## config.mk

```make
export PLATFORM = sky130hd
export DESIGN_NAME = multiple_sequence_generator_flat
export DESIGN_NICKNAME = d
export VERILOG_FILES = /design/src/rtl/multiple_sequence_generator_if.sv /design/src/rtl/multiple_sequence_generator.sv /design/src/flat_wrapper.sv
export SDC_FILE = /design/constraint.sdc
export NUM_CORES = 1
export LEC_CHECK = 0
export CAP_MARGIN = 20
export CORE_ASPECT_RATIO = 2
export CORE_UTILIZATION = 40
export CTS_CLUSTER_SIZE = 16
export DETAILED_ROUTE_END_ITERATION = 12
export SYNTH_ARGS = -nofsm -noshare
export SYNTH_HDL_FRONTEND = slang
export SYNTH_SLANG_ARGS = --single-unit
```

## constraint.sdc

```tcl
create_clock -name clk -period 3.9 [get_ports clk]
set_clock_uncertainty 0.1 [all_clocks]
set_input_delay 0.39 -clock clk [delete_from_list [all_inputs] [get_ports clk]]
set_output_delay 0.39 -clock clk [all_outputs]
set_load 0.005 [all_outputs]
```

## src/rtl/multiple_sequence_generator_if.sv

```systemverilog
// Handshake and control bundle for the multiple sequence generator.
// master: the generator side; slave: the requester/consumer side.
interface multiple_sequence_generator_if #(
  parameter int unsigned NUM_W = 5
);
  logic             start;
  logic [2:0]       sel;
  logic [NUM_W-1:0] number;
  logic             valid;
  logic             ready;
  logic             last;
  logic             busy;
  logic             done;
  logic [NUM_W-1:0] count;

  modport master (
    input  start, sel, ready,
    output number, valid, last, busy, done, count
  );

  modport slave (
    output start, sel, ready,
    input  number, valid, last, busy, done, count
  );
endinterface

```

## src/rtl/multiple_sequence_generator.sv

```systemverilog
// Multiple sequence generator: emits every multiple of (sel+2) that fits in
// NUM_W bits, in ascending order, one value per valid/ready handshake.
// Reports the handshake count of the run and pulses done when it completes.
module multiple_sequence_generator #(
  parameter int unsigned NUM_W         = 5,
  parameter bit          START_AT_ZERO = 1'b1
) (
  input  logic                          clk,
  input  logic                          rst_n,
  multiple_sequence_generator_if.master bus
);

  // Arithmetic width: one bit above the larger of the number width and the
  // 4-bit divisor, so number + divisor can never wrap silently.
  localparam int unsigned AW = ((NUM_W > 4) ? NUM_W : 4) + 1;
  localparam logic [AW-1:0] MAXV = {{(AW-NUM_W){1'b0}}, {NUM_W{1'b1}}};

  typedef enum logic [1:0] {
    IDLE,
    EMIT,
    DONE
  } state_t;

  state_t           state_q, state_d;
  logic [NUM_W-1:0] number_q, number_d;
  logic [NUM_W-1:0] count_q, count_d;
  logic [3:0]       divisor_q, divisor_d;
  logic             valid_q, valid_d;
  logic             last_q, last_d;
  logic             busy_q, busy_d;
  logic             done_q, done_d;

  logic [3:0]    sel_div;
  logic [AW-1:0] sel_div_ext;
  logic [AW-1:0] div_ext;
  logic [AW-1:0] first;
  logic [AW-1:0] first_sum;
  logic [AW-1:0] sum;
  logic [AW-1:0] sum_next;

  assign sel_div     = {1'b0, bus.sel} + 4'd2;
  assign sel_div_ext = {{(AW-4){1'b0}}, sel_div};
  assign div_ext     = {{(AW-4){1'b0}}, divisor_q};
  assign first       = START_AT_ZERO ? '0 : sel_div_ext;
  assign first_sum   = first + sel_div_ext;
  assign sum         = {{(AW-NUM_W){1'b0}}, number_q} + div_ext;
  // Only consumed while last_q=0, i.e. sum <= MAXV, so this cannot overflow AW.
  assign sum_next    = sum + div_ext;

  // Next-state and next-output logic; every register defaults to holding.
  always_comb begin
    state_d   = state_q;
    number_d  = number_q;
    count_d   = count_q;
    divisor_d = divisor_q;
    valid_d   = valid_q;
    last_d    = last_q;
    done_d    = 1'b0;

    case (state_q)
      IDLE: begin
        if (bus.start) begin
          divisor_d = sel_div;
          count_d   = '0;
          if (!START_AT_ZERO && (first > MAXV)) begin
            number_d = '0;
            valid_d  = 1'b0;
            last_d   = 1'b0;
            done_d   = 1'b1;
            state_d  = DONE;
          end else begin
            number_d = first[NUM_W-1:0];
            valid_d  = 1'b1;
            last_d   = (first_sum > MAXV);
            state_d  = EMIT;
          end
        end
      end
      EMIT: begin
        if (valid_q && bus.ready) begin
          count_d = count_q + 1'b1;
          if (last_q) begin
            valid_d = 1'b0;
            last_d  = 1'b0;
            done_d  = 1'b1;
            state_d = DONE;
          end else begin
            number_d = sum[NUM_W-1:0];
            last_d   = (sum_next > MAXV);
          end
        end
      end
      DONE: begin
        state_d = IDLE;
      end
      default: begin
        state_d = IDLE;
        valid_d = 1'b0;
        last_d  = 1'b0;
      end
    endcase

    busy_d = (state_d != IDLE);
  end

  // State and output registers with asynchronous active-low reset.
  always_ff @(posedge clk or negedge rst_n) begin
    if (!rst_n) begin
      state_q   <= IDLE;
      number_q  <= '0;
      count_q   <= '0;
      divisor_q <= 4'd2;
      valid_q   <= 1'b0;
      last_q    <= 1'b0;
      busy_q    <= 1'b0;
      done_q    <= 1'b0;
    end else begin
      state_q   <= state_d;
      number_q  <= number_d;
      count_q   <= count_d;
      divisor_q <= divisor_d;
      valid_q   <= valid_d;
      last_q    <= last_d;
      busy_q    <= busy_d;
      done_q    <= done_d;
    end
  end

  assign bus.number = number_q;
  assign bus.count  = count_q;
  assign bus.valid  = valid_q;
  assign bus.last   = last_q;
  assign bus.busy   = busy_q;
  assign bus.done   = done_q;

endmodule

```

## src/flat_wrapper.sv

```systemverilog
// flat-port wrapper written by rule: the top's interface ports become plain ports
module multiple_sequence_generator_flat 
#(
  parameter int unsigned NUM_W         = 5,
  parameter bit          START_AT_ZERO = 1'b1
)
  (clk, rst_n, bus_start, bus_sel, bus_ready, bus_number, bus_valid, bus_last, bus_busy, bus_done, bus_count);
  multiple_sequence_generator_if #(.NUM_W(NUM_W)) bus_i ();
  input  logic clk;
  input  logic rst_n;
  input wire logic [$bits(bus_i.start)-1:0] bus_start;
  input wire logic [$bits(bus_i.sel)-1:0] bus_sel;
  input wire logic [$bits(bus_i.ready)-1:0] bus_ready;
  output wire logic [$bits(bus_i.number)-1:0] bus_number;
  output wire logic [$bits(bus_i.valid)-1:0] bus_valid;
  output wire logic [$bits(bus_i.last)-1:0] bus_last;
  output wire logic [$bits(bus_i.busy)-1:0] bus_busy;
  output wire logic [$bits(bus_i.done)-1:0] bus_done;
  output wire logic [$bits(bus_i.count)-1:0] bus_count;
  assign bus_i.start = bus_start;
  assign bus_i.sel = bus_sel;
  assign bus_i.ready = bus_ready;
  assign bus_number = bus_i.number;
  assign bus_valid = bus_i.valid;
  assign bus_last = bus_i.last;
  assign bus_busy = bus_i.busy;
  assign bus_done = bus_i.done;
  assign bus_count = bus_i.count;
  multiple_sequence_generator #(.NUM_W(NUM_W), .START_AT_ZERO(START_AT_ZERO)) u_core (.clk(clk), .rst_n(rst_n), .bus(bus_i));
endmodule
```

**Yosys cells after proc, flatten, opt, wreduce, memory -nomap -nowiden**

Cells that the tools add are included.

- Equal/unequal tests: 6
- Multiplexer cells: 21
- Magnitude comparators: 2
- Add/subtract/negate cells: 4
- Reductions and logical operators: 9
- Bitwise operators: 1

Operators by type and width:

| operator | count |
|---|---|
| $mux 5 | 4 |
| $pmux 5 s2 | 2 |
| $mux 1 | 9 |
| $reduce_and 4->1 | 2 |
| $add 5x4->6 | 1 |
| $add 6x4->6 | 1 |
| $gt 6x5->1 const B | 1 |
| $mux 2 | 3 |
| $pmux 1 s3 | 2 |
| $reduce_and 3->1 | 2 |
| $add 5x1->5 const B | 1 |
| $gt 4x5->1 const B | 1 |
| $add 3x2->4 const B | 1 |
| $ne 2x1->1 const B | 2 |
| $ne 2x2->1 const B | 2 |
| $pmux 2 s2 | 1 |
| $reduce_bool 2->1 | 2 |
| $eq 2x1->1 const B | 1 |
| $eq 2x2->1 const B | 1 |
| $logic_not 2->1 | 1 |
| $reduce_and 2->1 | 1 |
| $logic_and 1x1->1 | 1 |
| $not 1->1 | 1 |

- Bits in registers: 20
- Input port bits: 7
- Output and inout port bits: 14
- Logic and storage cells: 51

**Depth between registers and ports, before layout**

- Word-level depth: 6
- Gate-level depth with buffers: 10
- Gate-level depth less buffers: 10

**Worst setup path before layout**

OpenSTA, ideal clock, no wires.

- Path type: flip-flop to flip-flop
- From: register u_core.divisor_q[1]
- To: register u_core.last_q (netlist: u_core.bus.last)
- Library setup time: 69 ps
- Required time: 3731 ps
- Cell stages (with the launch flop): 11
- Arrival time: 2037 ps
- Clock period less this slack: 2206 ps
- Slack: 1694 ps
- Buffers on the path: 0
- Cells stage by stage: dfstp_2 -> ha_1 -> a21oi_1 -> nor2b_1 -> nor2_1 -> xnor2_1 -> ha_1 -> a21oi_1 -> o21ai_0 -> a211o_1 -> nand3_1

- Cells in the longest elaborated chain, start to end: 6

Ends and longest elaborated chain:

| what | line | source |
|---|---|---|
| start: declaration | multiple_sequence_generator.sv:27 | `logic [3:0] divisor_q, divisor_d;` |
| start signal: assignment | multiple_sequence_generator.sv:121 | `divisor_q <= divisor_d;` |
| $add 5x4->6 | multiple_sequence_generator.sv:46 | `assign sum = {{(AW-NUM_W){1'b0}}, number_q} + div_ext;` |
| $add 6x4->6 * | multiple_sequence_generator.sv:48 | `assign sum_next = sum + div_ext;` |
| $gt 6x5->1 * | multiple_sequence_generator.sv:89 | `last_d = (sum_next > MAXV);` |
| $mux 1 * | multiple_sequence_generator.sv:82 | `if (last_q) begin` |
| $mux 1 * | multiple_sequence_generator.sv:80 | `if (valid_q && bus.ready) begin` |
| $pmux 1 s3 * | multiple_sequence_generator.sv:60 | `case (state_q)` |
| end signal: assignment | multiple_sequence_generator.sv:123 | `last_q <= last_d;` |
| end: declaration | multiple_sequence_generator.sv:29 | `logic last_q, last_d;` |

Every way passes the cells marked *; elsewhere a longest branch is shown, timed or not. The select of a mux whose other input is x is not followed.
A chain may end at the register's enable or synchronous reset.

**Worst setup path in the final report**

Ends and elaborated chain as after synthesis.

==> summary.txt <==
Outcome
  – Status: finished, final reports clean

Route
  – WL/cell: 14.35 um
  – Initial DRC count: 6
  – Final ANT Viol Nets: 0
  – DRT Wirelength: 2238 um
  – # DRC: 0
  – DRT Pass-1 Iters: 3
  – Vias per inst: 5.256
  – Via count: 820

Floorplanning
  – DIE AREA: 2927 um^2
  – Rows: 26
  – Die width: 38.76 um
  – Core box area: 2570 um^2
  – IO Count: 21
  – Initial Util: 0.4206
  – Die H: 75.52 um

Timing
  – RSZ-0062 raised after global routing: no
  – Final Cycle Share: 0.6013
  – Setup tns final: 0 ns
  – Slew HR: 0.3851
  – Final Max Tran Viols: 0
  – Min Tclk post-route: 2.345 ns
  – Final setup viols: 0
  – Fmax: 426.5 MHz
  – Worst-Margin Slew: 0.9195 ns
  – Final hold viol count: 0
  – Worst hold slack: 0.4236 ns

Synthesis
  – Synthesized Nets: 123
  – Dominant cells by area after synthesis: dfrtp_1 (44%), ha_1 (12%), mux2_2 (4.2%)
  – Count leader, synth: dfrtp_1
  – Synth Instances: 105
  – Yosys reg bits: 20
  – Ys async rst share: 1.000
  – Cell taking the most area after synthesis: dfrtp_1
  – Most common library cells after synthesis: dfrtp_1 (19), nor2_1 (12), ha_1 (10)
  – Primary FF master, synth: dfrtp_1
  – Yosys cell types: 29
  – Ys Warns: 0
  – Avg Synthesized Cell Area: 10.30 um^2
  – Post-synth EDFFs: 0
  – Yosys top cell area share: 0.4398
  – Post-synthesis cell area: 1081 um^2
  – Sequential share of the synthesized area: 0.4641

Min path
  – Worst min-delay path category: reg -> reg

CTS
  – Hold_buf cts: 0
  – CTS Buf Count: 3
  – Clk Latency, worst-skew pair: 0.26 ns
  – Post-cts sizing count: 0
  – CTS clk-pin slew, worst paths: 0.07 ns
  – Post-CTS Setup Repair Bufs: 0
  – Clock Tree Root: clkbuf_8
  – Max Root-Sink Buffers: 2
  – H-tree Lvls: 1
  – CTS tree: done
  – Clk sinks: 20

Final layout
  – Footprint of the multi-input gates: 548.0 um^2
  – Nets: 147
  – Fillers: 261
  – Share of layout cells above drive strength 1: 0.09375
  – Diodes inserted: 0
  – Syn-to-layout area delta: 26.39%
  – Register area: 501.7 um^2

Run
  – Max Cap Viol: 0

Power
  – Maximum VDD drop: 0.4650 mV
  – Pleak: 0.6159 nW
  – Clk network pwr share: 0.134
  – Power Internal: 0.7161 mW
  – Net Sw Frac: 0.3925
  – Overall Power: 1.179 mW
  – Reg power frac: 0.330
  – Combinational Power Share: 0.537
  – PD cells: 862.7 nW/um^2
  – Switching Power: 0.4626 mW

Critical path
  – Crit Path Max Fanout: 4
  – Critical path type: reg -> reg
  – CP required: 4.00 ns
  – Startpoint types: flip-flop
  – CP arrival: 2.44 ns
  – CP endpoint kind: flip-flop

Placed design
  – Port bufs: 20
  – Routability congestion estimate: 0.7581
  – Hpwl dp: 1781 um

Global routing
  – Vias in the first global route: 837
  – First-pass GRT wire length: 3698 um
  – GRT overflow: 0
  – Largest net degree at the start of global routing: 21
  – Initial antenna violation count: 0
  – GRT Total Usage: 0.1845
flip-flops by register name, indices dropped and copies added (netlist names):
register,flops
u_core.bus.count,5
u_core.state_q,2
u_core.divisor_q,4
u_core.bus.last,1
u_core.bus.number,5
u_core.bus.busy,1
u_core.bus.valid,1
u_core.bus.done,1
cell type report:
cell class	count	share of cell area
clock buffers	4	0.04029
repair buffers	20	0.1465
well taps	28	0.02564
flip-flops and latches	20	0.3672
inverters	7	0.01923
multi-input cells	77	0.4011
power by group through the flow:
stage	clock network, mW	registers (mW)	logic, mW
after floorplan	0	0.379	0.412
after global placement	0	0.391	0.637
after detailed placement	0	0.394	0.642
after CTS	0.163	0.390	0.645
after global routing	0.170	0.402	0.723
final	0.158	0.388	0.632
final timing paths:
path                                                  from                          endpoint  slack [ns]  cells past startpoint
min in group asynchronous                            rst_n  u_core.bus.number[1]$_DFFE_PN0P_        0.55                      1
min reg2reg                    u_core.state_q[1]$_DFF_PN0_         u_core.bus.busy$_DFF_PN0_        0.42                      1
min                            u_core.state_q[1]$_DFF_PN0_         u_core.bus.busy$_DFF_PN0_        0.42                      1
max reg2reg                u_core.divisor_q[1]$_DFFE_PN1P_       u_core.bus.last$_DFFE_PN0P_        1.56                     10
max                        u_core.divisor_q[1]$_DFFE_PN1P_       u_core.bus.last$_DFFE_PN0P_        1.56                     10
max in group asynchronous                            rst_n   u_core.divisor_q[0]$_DFFE_PN0P_        2.59                      1
logic make-up after synthesis:
kind of cell | Yosys count | share of synthesized area
simple gates | 37 | 0.1724
flops | 20 | 0.4641
compound gates | 19 | 0.1100
fa+ha+maj | 11 | 0.1343
buf+inv | 8 | 0.02894
xor+xnor | 6 | 0.04861
mux | 4 | 0.04166
layout by cell type, fill, tap and decap left out, drive strengths merged, types with 3 or more instances in the layout:
master and instances:
nor2b 3, nor2 13, o21ai 7, nand2 9
inv 7, dfrtp 19, clkbuf 4, a21oi 6
xor2 4, nand4 3, clkdlybuf4s50 20, ha 10
mux2 4
worst max-delay path, cell delays in order, from the launching register on:
cell and delay, ns:
dfstp_2 0.57, ha_1 0.23, a21oi_1 0.14, nor2b_1 0.07, nor2_1 0.11, xnor2_1 0.16, ha_1 0.28, a21oi_1 0.14
o21ai_0 0.12, a211o_1 0.30, nand3_1 0.07
routing by layer:
metal,global-route usage,vias up,routed length [um]
met5,0,-,0
met4,0.09195,0,44
met3,0.02041,4,54
met2,0.3278,12,1265
met1,0.2073,397,873
li1,-,407,-
metrics by stage:
step	setup WS (ns)	utilization	cells	instance area, um^2
2_1_floorplan	1.694	-	105	1081
3_3_place_gp	1.349	0.5102	152	1311
3_5_place_dp	1.320	0.5102	152	1311
4_1_cts	1.545	0.5316	156	1366
5_1_grt	1.358	0.5316	156	1366
6_report	1.555	0.5316	156	1366
No activity file was read; power rests on OpenSTA's default activity.
==> RTL change 1: new RTL, config.mk and constraints unchanged <==
`START_AT_ZERO` is set to 1'b1 in 2 places; all go to 1'b0.
--- a/src/rtl/multiple_sequence_generator.sv
+++ b/src/rtl/multiple_sequence_generator.sv
@@ -4,5 +4,5 @@
 module multiple_sequence_generator #(
   parameter int unsigned NUM_W         = 5,
-  parameter bit          START_AT_ZERO = 1'b1
+  parameter bit          START_AT_ZERO = 1'b0
 ) (
   input  logic                          clk,
--- a/src/flat_wrapper.sv
+++ b/src/flat_wrapper.sv
@@ -3,5 +3,5 @@
 #(
   parameter int unsigned NUM_W         = 5,
-  parameter bit          START_AT_ZERO = 1'b1
+  parameter bit          START_AT_ZERO = 1'b0
 )
   (clk, rst_n, bus_start, bus_sel, bus_ready, bus_number, bus_valid, bus_last, bus_busy, bus_done, bus_count);
Function: changed (Yosys sat finds a counterexample within 4 cycles, from zero or initial values and one cycle with rst_n low).
==> RTL change 1 against the original RTL <==
  * Design area increased by 2.0%
  * Setup slack worse by 0.16 ns
  * Wire length rose by 4.4%
  * Sequential cell count is the same
  * Total power decreased by 0.18%
  * Sequential share of layout area down 0.73 points
  * Synthesized cell count is 5.7% higher
  * Sequential power shrank 3%
  * Synthesized area rose by 3.6%
  * Critical path type unchanged
  * Critical endpoint unchanged
  * Highest routed layer unchanged
==> RTL change 1: results <==
INSERT INTO impl_metrics (metric_group, metric, value, unit) VALUES
('route', 'avgViaCountPerCell', '5.360', ''),
('pwr', 'p_leak', '0.6400', 'nW'),
('worst_setup_path', 'arrival', '2.60', 'ns'),
('layout', 'fill_cells', '255', ''),
('global_routing', 'wire_length_of_the_first_global_routing_pass', '3843', 'um'),
('sta', 'max_slew_margin', '0.3900', ''),
('outcome', 'status', 'finished clean', ''),
('layout', 'final_net_count', '152', ''),
('hold_path', 'endpoint_with_the_worst_hold_slack', 'u_core.bus.number[3]', ''),
('placed_design', 'finalWeightedCongestion', '0.7935', ''),
('cts', 'insertion_delay', '0.26', 'ns'),
('global_routing', 'groute.usage.overall', '0.1786', ''),
('worst_setup_path', 'register_to_register_path_depth', '9', ''),
('logic_synthesis', 'post_synth_num_cell_types', '30', ''),
('hold_path', 'hold_path_startpoint', 'u_core.bus.number[3]', ''),
('route', 'wl_per_cell', '14.52', 'um'),
('logic_synthesis', 'yosys_warnings', '0', ''),
('route', 'initialDrtViolationCount', '7', ''),
('placed_design', 'placement.cell_area', '1339', 'um^2'),
('route', 'drt-pass1-iter-count', '4', ''),
('pwr', 'ir_drop', '0.4078', 'mV'),
('layout', 'final_layout_size_suffix_gt1_frac', '0.1128', ''),
('worst_setup_path', 'r2r_slack', '1.40', 'ns'),
('global_routing', 'grt_pass1_vias', '855', ''),
('logic_synthesis', 'synth_common_cells', 'dfrtp_1 (19), nand2_1 (12), nor2_1 (12)', ''),
('hold_path', 'hold_path_depth', '2', '');
[RTL change 1: cell count changes in the layout (fill, tap and decap cells not counted), sizes merged, moves of 2 or more]
cell,before,now
nor2b,3,0
and2b,0,2
mux2i,0,2
a21o,0,2
o21ai,7,11
nand2,9,12
[RTL change 1: worst max path at each step]
stage,startpoint,end,slack [ns]
6_report,u_core.divisor_q[1],u_core.bus.last,1.40
5_1_grt,u_core.divisor_q[1],u_core.bus.last,1.24
3_5_place_dp,u_core.divisor_q[1],u_core.bus.last,1.40
4_1_cts,u_core.divisor_q[1],u_core.bus.last,1.39
2_1_floorplan,u_core.divisor_q[1],u_core.bus.last,1.53
3_3_place_gp,u_core.divisor_q[1],u_core.bus.last,1.46
[RTL change 1: kinds of logic (layout without fill, tap and decap cells)]
kind of cell / after synthesis / after routing / synth area share
mux: 5 / 5 / 0.04804
fa+ha+maj: 11 / 11 / 0.1296
buf+inv: 8 / 30 / 0.03463
compound gates: 24 / 24 / 0.1318
flops: 20 / 20 / 0.4481
xor+xnor: 6 / 6 / 0.04693
simple gates: 37 / 37 / 0.1609
[RTL change 1: layer usage]
layer	share of wire	GRT usage
met1	0.40	0.2099
met2	0.55	0.2967
met3	0.030	0.02601
met4	0.018	0.08276
met5	0	0
[RTL change 1: layout make-up]
cell class	instances	area, um^2	area share
clock buffers	4	55.05	0.03950
repair buffers	20	200.2	0.1436
multi-input cells	83	579.3	0.4156
well taps	28	35.03	0.02513
flip-flops and latches	20	501.7	0.3600
inverters	6	22.52	0.01616
[RTL change 1: stage by stage]
stage,utilization,cells,power (mW)
6_report,0.5356,161,1.177
3_3_place_gp,0.5144,157,1.008
4_1_cts,0.5356,161,1.190
3_5_place_dp,0.5144,157,1.027
5_1_grt,0.5356,161,1.289
2_1_floorplan,-,111,0.8018
[RTL change 1: where the power goes]
| group | internal (mW) | switching [mW] |
|---|---|---|
| combinational | 0.323 | 0.316 |
| clock | 0.0899 | 0.0697 |
| sequential | 0.293 | 0.0850 |
[RTL change 1: worst register-to-register path: stages, from the launching register on]
cell and delay (ns):
dfstp_2 0.56, ha_1 0.22, a21o_1 0.20, a21oi_1 0.17
xnor2_1 0.17, ha_1 0.28, a21oi_1 0.13, o21ai_0 0.11
a2111o_1 0.41, nand3_1 0.08
==> RTL change 2: new RTL, config.mk and constraints unchanged <==
Made on the original files. Make the reset (`rst_n`) synchronous in one clocked block. Comments in the files are not updated.
--- a/src/rtl/multiple_sequence_generator.sv
+++ b/src/rtl/multiple_sequence_generator.sv
@@ -105,5 +105,5 @@
 
   // State and output registers with asynchronous active-low reset.
-  always_ff @(posedge clk or negedge rst_n) begin
+  always_ff @(posedge clk) begin
     if (!rst_n) begin
       state_q   <= IDLE;
Formal check against the unedited RTL: differs if rst_n is asserted again (counterexample within 4 cycles, from zero or initial values and one cycle with rst_n low); with rst_n held inactive, the same outputs for 10 cycles.
==> RTL change 2 against the original RTL <==
  * Synthesized area grew 1.0%
  * Critical path depth is the same
  * Largest cell class unchanged
  * Critical path type unchanged
  * Design area grew 1.3%
  * Setup slack lost 0.016 ns
  * Synthesized cell count grew 11%
  * Wire length grew 6.1%
  * First-iteration DRC count grew 120%
  * Sequential cell count is the same
  * Hold slack lost 0.036 ns
Power is not compared: it rests on default switching activity, and its combinational part moved more than twofold at a synthesized area within 25%.
==> RTL change 2: results <==
INSERT INTO impl_metrics (metric_group, metric, value, unit) VALUES
('outcome', 'status', 'finished clean', ''),
('placed_design', 'finalWeightedCongestion', '0.7350', ''),
('worst_setup_path', 'arrival', '2.42', 'ns'),
('layout', 'final_layout_size_suffix_gt1_frac', '0.07971', ''),
('route', 'routed_wirelength', '2375', 'um'),
('logic_synthesis', 'syn-num-nets', '136', ''),
('route', 'route.vias.total', '893', ''),
('global_routing', 'groute.usage.overall', '0.1855', ''),
('logic_synthesis', 'synth_top_cells_by_area', 'dfxtp_1 (37%), ha_1 (13%), nand2_1 (5.8%)', ''),
('logic_synthesis', 'sequential_cell_area_fraction_in_the_yosys_report', '0.3666', ''),
('sta', 'worst_slew_pin_slew', '0.5918', 'ns'),
('placed_design', 'post-dp-hpwl', '1835', 'um'),
('global_routing', 'wire_length_of_the_first_global_routing_pass', '4057', 'um'),
('worst_setup_path', 'cp_slowest_stage_delay', '0.41', 'ns'),
('route', 'drt-pass1-iter-count', '4', ''),
('layout', 'fill_cells', '249', ''),
('logic_synthesis', 'synth_common_cells', 'dfxtp_1 (20), nand2_1 (17), ha_1 (11)', ''),
('sta', 'finalCriticalPeriod', '2.360', 'ns'),
('worst_setup_path', 'critPathSlowestCell', 'dfxtp_1', ''),
('placed_design', 'placement.cell_area', '1313', 'um^2');
## RTL change 2: cell count changes after synthesis, sizes merged, moves of 3 or more
| cell | before | now |
|---|---|---|
| nor2 | 13 | 7 |
| nand3 | 1 | 5 |
| a21boi | 0 | 8 |
| dfrtp | 19 | 0 |
| nand2 | 9 | 17 |
| inv | 7 | 1 |
| mux2 | 4 | 0 |
| o21ai | 7 | 4 |
| dfxtp | 0 | 20 |
## RTL change 2: final timing paths
kind	from	endpoint	slack (ns)	cells after the start
worst max register to register	u_core.divisor_q[1]	u_core.bus.last	1.54	10
worst min-delay path	u_core.bus.number[2]	u_core.bus.number[2]	0.39	2
worst min register to register	u_core.bus.number[2]	u_core.bus.number[2]	0.39	2
worst max-delay path	u_core.divisor_q[1]	u_core.bus.last	1.54	10
## RTL change 2: layer usage
layer / part of all wire / wire [um] / GRT usage / vias to the layer above
li1: - / - / - / 452
met1: 0.41 / 980 / 0.2070 / 423
met2: 0.55 / 1305 / 0.3300 / 14
met3: 0.024 / 57 / 0.02632 / 4
met4: 0.013 / 31 / 0.06207 / 0
met5: 0 / 0 / 0 / -
## RTL change 2: cell type report
type / count / area share
multi-input cells: 93 / 0.4864
flip-flops and latches: 20 / 0.2893
repair buffers: 20 / 0.1447
clock buffers: 3 / 0.02984
well taps: 28 / 0.02532
clock inverters: 1 / 0.02170
inverters: 1 / 0.002712
## RTL change 2: stage by stage
| stage | std cells | setup slack (ns) | total power, mW |
|---|---|---|---|
| 5_1_grt | 166 | 1.421 | 0.4989 |
| 6_report | 166 | 1.540 | 0.4792 |
| 2_1_floorplan | 117 | 1.702 | 0.2541 |
| 4_1_cts | 166 | 1.540 | 0.4840 |
| 3_3_place_gp | 162 | 1.592 | 0.2764 |
| 3_5_place_dp | 162 | 1.551 | 0.2770 |
## RTL change 2: cell families after synthesis
family,count (synthesis),synth area share
and+or+nand+nor,48,0.2440
xor gates and xnor gates,5,0.04009
AOI/OAI and AO/OA,26,0.1695
DFF,20,0.3665
adders and majority gates,12,0.1443
muxes,2,0.01833
buffers and inverters,4,0.01717
## RTL change 2: tightest hold or removal path, delay by kind of cell, from the launching register on
family	cells	cell delay [ns]
flops	1	0.33
compound gates	1	0.06
simple gates	1	0.05
## RTL change 2: power breakdown
part / leakage (nW) / switching, mW / total (mW) / internal (mW)
combinational: 0.360 / 0.0275 / 0.0546 / 0.0271
sequential: 0.163 / 0.00706 / 0.217 / 0.210
clock: 0.0357 / 0.0704 / 0.207 / 0.137
total: 0.559 / 0.105 / 0.479 / 0.374
